==> config.mk <==
export PLATFORM = sky130hd
export DESIGN_NAME = fetch_stage
export DESIGN_NICKNAME = d
export VERILOG_FILES = /design/src/rtl/fetch_stage.sv
export SDC_FILE = /design/constraint.sdc
export NUM_CORES = 1
export LEC_CHECK = 0
export BUFFER_PORTS_ARGS = -buffer_cell sky130_fd_sc_hd__buf_2
export CAP_MARGIN = 30
export CORE_MARGIN = 4
export CORE_UTILIZATION = 32
export CTS_BUF_LIST = sky130_fd_sc_hd__clkbuf_8
export DETAILED_ROUTE_END_ITERATION = 7
export PLACE_DENSITY = 0.59
export SKIP_LAST_GASP = 1
export SYNTH_ARGS = -nofsm -noshare
export SYNTH_HDL_FRONTEND = slang
export SYNTH_SLANG_ARGS = --single-unit
==> constraint.sdc <==
create_clock -name clk -period 2.88 [get_ports clk]
set_input_delay 0.432 -clock clk [delete_from_list [all_inputs] [get_ports clk]]
set_output_delay 0.432 -clock clk [all_outputs]
set_load 0.1 [all_outputs]
==> src/rtl/fetch_stage.sv <==
// PC generation, single-outstanding instruction fetch and the IF/ID pipeline register.
// Fetched words are delivered straight to IF/ID, or parked in hold_q while decode is blocked.
module fetch_stage #(
    parameter int unsigned       DWIDTH   = 32,
    parameter int unsigned       AWIDTH   = 32,
    parameter logic [AWIDTH-1:0] BASEADDR = 32'h0100_0000,
    parameter logic [DWIDTH-1:0] NOP      = 32'h0000_0013
) (
    input  logic              clk,
    input  logic              rst_n,
    input  logic              stall_if,
    input  logic              ifid_wren,
    input  logic              ifid_flush,
    input  logic              redirect_valid,
    input  logic [AWIDTH-1:0] redirect_pc,
    output logic              imem_req_valid,
    input  logic              imem_req_ready,
    output logic [AWIDTH-1:0] imem_req_addr,
    input  logic              imem_rsp_valid,
    input  logic [DWIDTH-1:0] imem_rsp_data,
    output logic [AWIDTH-1:0] f_pc,
    output logic [DWIDTH-1:0] f_insn,
    output logic [AWIDTH-1:0] d_pc,
    output logic [DWIDTH-1:0] d_insn,
    output logic              d_valid,
    output logic              fetch_misaligned
);

    typedef enum logic [1:0] {
        S_REQ  = 2'd0,
        S_WAIT = 2'd1,
        S_HOLD = 2'd2
    } state_t;

    state_t            state_q, state_d;
    logic [AWIDTH-1:0] pc_q, pc_d;
    logic              stale_q, stale_d;
    logic [DWIDTH-1:0] hold_q, hold_d;
    logic [AWIDTH-1:0] d_pc_q, d_pc_d;
    logic [DWIDTH-1:0] d_insn_q, d_insn_d;
    logic              d_valid_q, d_valid_d;
    logic              mis_q, mis_d;

    logic              deliver_ok;
    logic              deliver;
    logic [DWIDTH-1:0] deliver_word;

    assign deliver_ok = ifid_wren & ~stall_if & ~ifid_flush;

    always_comb begin
        state_d      = state_q;
        pc_d         = pc_q;
        stale_d      = stale_q;
        hold_d       = hold_q;
        d_pc_d       = d_pc_q;
        d_insn_d     = d_insn_q;
        d_valid_d    = d_valid_q;
        mis_d        = 1'b0;
        deliver      = 1'b0;
        deliver_word = hold_q;

        if (redirect_valid) begin
            pc_d   = {redirect_pc[AWIDTH-1:2], 2'b00};
            mis_d  = |redirect_pc[1:0];
            hold_d = NOP;
            // A word still in flight belongs to the old path: mark it so it is dropped on arrival.
            if (state_q == S_WAIT && !imem_rsp_valid) begin
                stale_d = 1'b1;
            end else begin
                state_d = S_REQ;
                stale_d = 1'b0;
            end
        end else begin
            case (state_q)
                S_REQ: begin
                    if (imem_req_ready) state_d = S_WAIT;
                end
                S_WAIT: begin
                    if (imem_rsp_valid) begin
                        if (stale_q) begin
                            stale_d = 1'b0;
                            state_d = S_REQ;
                        end else if (deliver_ok) begin
                            deliver      = 1'b1;
                            deliver_word = imem_rsp_data;
                            state_d      = S_REQ;
                        end else begin
                            hold_d  = imem_rsp_data;
                            state_d = S_HOLD;
                        end
                    end
                end
                S_HOLD: begin
                    if (deliver_ok) begin
                        deliver      = 1'b1;
                        deliver_word = hold_q;
                        state_d      = S_REQ;
                    end
                end
                default: state_d = S_REQ;
            endcase
        end

        if (deliver) pc_d = pc_q + AWIDTH'(4);

        if (ifid_flush) begin
            d_insn_d  = NOP;
            d_valid_d = 1'b0;
        end else if (deliver) begin
            d_pc_d    = pc_q;
            d_insn_d  = deliver_word;
            d_valid_d = 1'b1;
        end
    end

    always_ff @(posedge clk or negedge rst_n) begin
        if (!rst_n) begin
            state_q   <= S_REQ;
            pc_q      <= BASEADDR;
            stale_q   <= 1'b0;
            hold_q    <= NOP;
            d_pc_q    <= BASEADDR;
            d_insn_q  <= NOP;
            d_valid_q <= 1'b0;
            mis_q     <= 1'b0;
        end else begin
            state_q   <= state_d;
            pc_q      <= pc_d;
            stale_q   <= stale_d;
            hold_q    <= hold_d;
            d_pc_q    <= d_pc_d;
            d_insn_q  <= d_insn_d;
            d_valid_q <= d_valid_d;
            mis_q     <= mis_d;
        end
    end

    // Only a fresh, non-stale response or the parked word is visible to the hazard unit.
    always_comb begin
        f_insn = NOP;
        case (state_q)
            S_WAIT:  if (imem_rsp_valid && !stale_q) f_insn = imem_rsp_data;
            S_HOLD:  f_insn = hold_q;
            default: f_insn = NOP;
        endcase
    end

    assign imem_req_valid   = rst_n & (state_q == S_REQ);
    assign imem_req_addr    = pc_q;
    assign f_pc             = pc_q;
    assign d_pc             = d_pc_q;
    assign d_insn           = d_insn_q;
    assign d_valid          = d_valid_q;
    assign fetch_misaligned = mis_q;

endmodule
==> flow_summary.toml, run 1 <==
[global_routing]
grt_overflow = 0
grt_pass1_vias = 5844
groute.usage.overall_pct = 17.9
grt_first_pass_wirelength_um = 33700
grt_start_max_net_pins = 130
grt_antenna_before_repair = 1

[logic_synthesis]
synth.lib_cells_used.distinct = 46
ys_top_cells_by_count = "nand2_1 (197), dfrtp_1 (121), o21ai_0 (61), clkbuf_1 (38), buf_4 (37)"
yosys.area_share.simple_pct = 23.2
synth_most_common_cell = "nand2_1"
ys_dominant_reg_cell = "dfrtp_1"
synth-async-reset-ratio_pct = 100
synth_compound_area_share_pct = 11.4
yosys-top-cells-area = "dfrtp_1 (45%), nand2_1 (11%), mux2i_1 (5.2%)"
xor_and_xnor_fraction_of_the_mapped_netlist_area_pct = 3.24
synth-adder-area-share_pct = 0.925
ys_ff_latch = 129
synth_top_cell_by_area = "dfrtp_1"
proportion_of_synthesized_area_in_mux_cells_pct = 5.51
post_syn_area_mm2 = 0.00677
synth.avg_cell_area_um2 = 8.95
synth_warnings = 0
yosysTopAreaCellShare_pct = 44.8
number_of_flops_mapped_to_enable_cells_by_yosys = 0
netlist_instances = 756
register_area_share_after_synthesis_pct = 47.9
dominant_combinational_cell_family_by_area_after_synthesis = "simple AND/OR/NAND/NOR gates"

[clocking]
tritoncts = "done"
htree_num_levels = 4
cts_sinks = 129
cts_buf_count = 17
cts_root_buffer = "clkbuf_8"
clock_insertion_delay_worst_skew_ns = 0.45
worst_setup_hold_path_clk_slew_ns = 0.08
bufs_on_longest_clock_path = 2
post_cts_buffers = 0

[detailed_routing]
detailedRoute.firstIterationViolations = 351
first_pass_iters = 6
vias = 5930
detail_route.wl_per_cell_um = 17.4
ant_nets = 0
detail_route.wirelength_um = 21400
drt_drc_violations_left = 0
via_per_inst = 4.84

[floorplan]
floorplan.core_area_mm2 = 0.0205
die-height_um = 153
fp.dieArea_mm2 = 0.0235
placement_rows = 52
die_w_um = 153
initial_utilization_pct = 33.0
top_level_ports = 235

[sta]
period_share_pct = 93.7
timing.final.crit_period_ns = 2.70
final.setup.worst_slack_ns = 0.182
fmaxAchievable_mhz = 371
hold-worst-slack_ns = 0.0780
worst_slew_pin_slew_ns = 0.759
setup_viol_count_final = 0
relSlewSlack_pct = 49.4
clock_skew_ns = 0.0149
finalHoldViolations = 0
finalMaxSlewViolations = 0
rsz0062_at_grt = "no"

[cells_and_area]
final_design_area_no_fill_mm2 = 0.00902
num-nets-final = 1020
post_layout_nonfiller_instances = 1226
layout.filler_cells = 2028
area.sequential_mm2 = 0.00324
final_layout_size_suffix_gt1_share_pct = 34.3
multi_input_comb_area_mm2 = 0.00315
area_growth_from_synthesis_to_layout_pct = 33.4

[place]
place_ws_ns = 0.328
numPortBuffers = 228
globalplace.congestion = 0.797
detailedPlacementHpwl_um = 14700
detailed_place.area_mm2 = 0.00858
dp_cells = 1194

[worst_setup_path]
cp_top_family = "buffers and inverters"
crit_path_start_kind = "flip-flop"
crit_start = "state_q[0]"
cp.buffers_inverters = 3
path_max_fanout = 34
crit_path_end_kind = "primary output"
worst_endpoint_required_time_ns = 2.45
critical_path_class = "reg2out"
critical_path.cell_chain = "inv_1 -> ha_1 -> buf_4 -> a22oi_1 -> nor2b_2 -> buf_12"
max_incr_delay_on_cp_ns = 0.43
reg_to_reg_critical_path_startpoint = "state_q[0]"
worst_ep_arrival_time_ns = 2.27
critical-path-slowest-cell = "buf_4"

[outcome]
outcome = "completed"

[pwr]
total_power_mw = 7.20
ir_drop_worst_vdd_mv = 0.432
static_leakage_power_nw = 4.42
power-per-cell-area_mw_per_mm2 = 798

[min_path]
holdCritPathClass = "in2async"

[job]
timing.max_cap.violations = 0
[registers in the layout (all words and copies together) (netlist names)]
signal	cells
hold_q	32
stale_q	1
d_insn	32
state_q	2
d_valid	1
d_pc	30
fetch_misaligned	1
f_pc	30
[cell families (layout without fill, tap and decap cells)]
| family | Yosys count | in the layout |
|---|---|---|
| AND/OR/NAND/NOR | 328 | 328 |
| AO/OA/AOI/OAI | 134 | 134 |
| flip-flops | 129 | 129 |
| buffers and inverters | 97 | 291 |
| multiplexers | 37 | 37 |
| XOR/XNOR | 25 | 25 |
| adder cells (fa/ha/maj) | 5 | 5 |
| other | 1 | 7 |
[final timing paths]
check	endpoint	slack (ns)	cells after the start
min reg2reg	d_pc[17]	0.47	2
min	f_pc[13]	0.08	2
max	f_insn[31]	0.18	6
max reg2reg	d_insn[31]	0.35	8
min in group clk	f_pc[14]	0.18	3
max in group asynchronous	state_q[0]	2.19	2
[metrics by stage]
step | util, % | setup TNS, ns
after floorplan | - | -0.0815
after global placement | 41.9 | 0
after detailed placement | 41.9 | 0
after CTS | 44.0 | 0
after global routing | 44.0 | 0
final | 44.0 | 0
[placed cells by master (no fill, tap or decap), types with 5 or more instances in the layout]
cell        n
a21oi_1    34
a22oi_1    29
and3_1      5
buf_12     34
buf_2     195
buf_4      20
clkbuf_8   20
conb_1      6
dfrtp_1   121
dfstp_2     8
ha_1        5
inv_1      10
mux2i_1    35
nand2_1   195
nand3_1    13
nand3b_1   29
nor2_1     13
nor2b_2    20
nor2b_4     9
nor3_1     14
nor4_1      5
o21ai_0    61
xnor2_1    20
xor2_1      5
[repair_timing]
item                                    CTS  global route
endpoints found under the setup margin    0             1
resized for setup                         0             1
hold buffers                              0             0
[per-layer routing]
layer | vias up | global-route usage (%) | wire (µm)
li1 | 2888 | - | -
met1 | 2854 | 24.5 | 9590
met2 | 167 | 28.8 | 10400
met3 | 21 | 3.62 | 987
met4 | 0 | 5.68 | 373
met5 | - | 0 | 0
[area by class of cell]
class	instances	area share, %
Multi-Input combinational cell	535	34.9
Clock inverter	11	1.79
Clock buffer	20	3.05
Tap cell	270	3.74
Sequential cell	129	35.9
Antenna cell	1	0.0277
Timing Repair Buffer	251	20.3
Inverter	9	0.374
[where the power goes]
| group | total [mW] | internal, mW | switching [mW] |
|---|---|---|---|
| sequential | 2.20 | 2.03 | 0.175 |
| clock | 1.75 | 1.00 | 0.745 |
| combinational | 3.25 | 0.757 | 2.49 |
| total | 7.20 | 3.79 | 3.41 |
No activity file was read; power rests on OpenSTA's default activity.
==> run 2, diff against run 1 <==
Settings changed: CORE_UTILIZATION 32 to 51, PLACE_DENSITY 0.59 to 0.85.
==> run 2 against run 1 <==
  * Utilization grew 25 points
  * Via count up 4.4%
  * Total power down 4.1%
  * Cell count down 8.2%
  * Non-clock buffer count is 3 lower
  * Hold slack better by 0.060 ns
  * Setup slack improved by 0.0064 ns
  * Sequential power barely moved
  * Die area shrank 36%
  * Register-to-register slack improved by 0.12 ns
  * Largest cell class unchanged
  * Highest routed layer unchanged
==> flow_summary.toml, run 2 (synthesis gave the netlist of run 1 again) <==
[clocking]
htree_num_levels = 4
ctsHoldBuffers = 0
clock_insertion_delay_worst_skew_ns = 0.44
post_cts_buffers = 0
bufs_on_longest_clock_path = 2
cts_root_buffer = "clkbuf_8"
worst_setup_hold_path_clk_slew_ns = 0.07
cts_sinks = 129
cts_buf_count = 17
tritoncts = "done"

[global_routing]
grt_antenna_before_repair = 2
grt_first_pass_wirelength_um = 30400
grt_overflow = 0
groute.usage.overall_pct = 25.5
grt_start_max_net_pins = 130
grt_pass1_vias = 5998

[cells_and_area]
post_layout_nonfiller_instances = 1126
final_design_area_no_fill_mm2 = 0.00884
num-nets-final = 1017
final_layout_size_suffix_gt1_share_pct = 34.0
layout_common_cells = "nand2_1 (195), buf_2 (195), dfrtp_1 (121)"
area_growth_from_synthesis_to_layout_pct = 30.7

[place]
dp_cells = 1093
globalplace.congestion = 0.853
detailedPlacementHpwl_um = 13600
detailed_place.area_mm2 = 0.00846
numPortBuffers = 228

[sta]
relSlewSlack_pct = 53.8
setup_viol_count_final = 0
worst_slew_pin_slew_ns = 0.693
clock_skew_ns = 0.0119
finalMaxSlewViolations = 0
timing.final.crit_period_ns = 2.69
period_share_pct = 93.4
fmaxAchievable_mhz = 372
finalHoldViolations = 0
rsz0062_at_grt = "no"
setup_total_negative_slack_ns = 0

[detailed_routing]
detail_route.wl_per_cell_um = 17.3
detail_route.wirelength_um = 19500
drt_drc_violations_left = 0
wl_met3_um = 1420
detailroute.wirelength.met2_um = 9630
routed.top_layer = "met4"
vias = 6191
ant_nets = 0
routedLengthMet1_um = 7920
first_pass_iters = 5
via_per_inst = 5.50
detailedRoute.firstIterationViolations = 488

[floorplan]
floorplan.core_area_mm2 = 0.0128
placement_rows = 41
fp.dieArea_mm2 = 0.0152
initial_utilization_pct = 52.8
die_w_um = 123
top_level_ports = 235
die-height_um = 123

[worst_setup_path]
critical_path.cell_chain = "inv_1 -> ha_2 -> and3b_2 -> buf_12 -> a22oi_1 -> nor2b_2 -> buf_12"
path_max_fanout = 32
critical-path-slowest-cell = "dfrtp_1"
worstReg2RegEnd = "d_pc[19]"
crit_path_end_kind = "primary output"
critical_path_class = "reg2out"
worst_ep_arrival_time_ns = 2.26
max_incr_delay_on_cp_ns = 0.38
crit_start = "state_q[1]"
rr_worst_depth = 8
crit_path_start_kind = "flip-flop"
worst_endpoint_required_time_ns = 2.45
cp_common_cell = "buf_12"
critical_path.endpoint = "f_insn[15]"
r2r_setup_slack_ns = 0.47
reg_to_reg_critical_path_startpoint = "state_q[0]"

[pwr]
seq_power_share_pct = 32.0
static_leakage_power_nw = 4.39
ir_drop_worst_vdd_mv = 0.630
p_switching_mw = 3.35
power_report.internal_total_mw = 3.55
netSwitchingFraction_pct = 48.5
clock_power_share_pct = 20.9
power.combinational.fraction_pct = 47.1
power-per-cell-area_mw_per_mm2 = 781

[min_path]
holdCritPathClass = "in2async"

[outcome]
outcome = "completed"

[job]
timing.max_cap.violations = 0
==> run 2: how the worst min path moves through the flow <==
stage	start	endpoint	slack, ns
3_3_place_gp	d_pc[3]	d_pc[3]	0.45
4_1_cts	rst_n	d_pc[17]	0.16
2_1_floorplan	rst_n	d_insn[10]	0.14
5_1_grt	rst_n	d_pc[22]	0.17
3_5_place_dp	d_pc[27]	d_pc[27]	0.46
6_report	rst_n	d_pc[19]	0.14
==> run 2: layout make-up <==
type / count / area [µm²]
fillers: 974 / 3980
flip-flops and latches: 129 / 3240
multi-input cells: 535 / 3150
repair buffers: 248 / 1840
clock buffers: 21 / 289
well taps: 172 / 215
clock inverters: 11 / 76.3
inverters: 9 / 33.8
diodes: 1 / 2.50
==> run 2: power by group through the flow <==
stage	sequential, mW	clock [mW]	combinational (mW)
after detailed placement	2.23	0	3.25
after floorplan	3.22	0	1.54
after global routing	2.23	1.54	3.38
final	2.21	1.44	3.25
after CTS	2.20	1.46	3.25
after global placement	2.22	0	3.21
==> run 2: per-layer routing <==
metal	vias to the layer above	global-route usage, %
met5	-	0
met4	0	9.55
met3	36	6.18
met2	292	41.1
met1	2980	33.5
li1	2883	-
==> run 2: through the flow <==
step | hold WS (ns) | worst slack (ns) | utilization [%] | power [mW]
global route | 0.171 | 0.0285 | 68.9 | 7.16
global placement | 0.453 | 0.465 | 65.9 | 5.43
detailed placement | 0.457 | 0.392 | 65.9 | 5.48
floorplan | 0.136 | -0.0815 | - | 4.75
CTS | 0.158 | 0.00560 | 68.8 | 6.92
finish | 0.138 | 0.189 | 68.9 | 6.90
==> run 2: worst max-delay path, delay by kind of cell (launching register included) <==
family          cells  cell delay, ns
buf+inv             3            0.55
fa+ha+maj           1            0.29
compound gates      1            0.13
flops               1            0.38
simple gates        2            0.47
==> run 2: what timing repair did <==
action                                  in CTS  in global routing
gates resized for setup                      1                  4
endpoints found under the setup margin      29                 29
pin swaps                                    0                  0
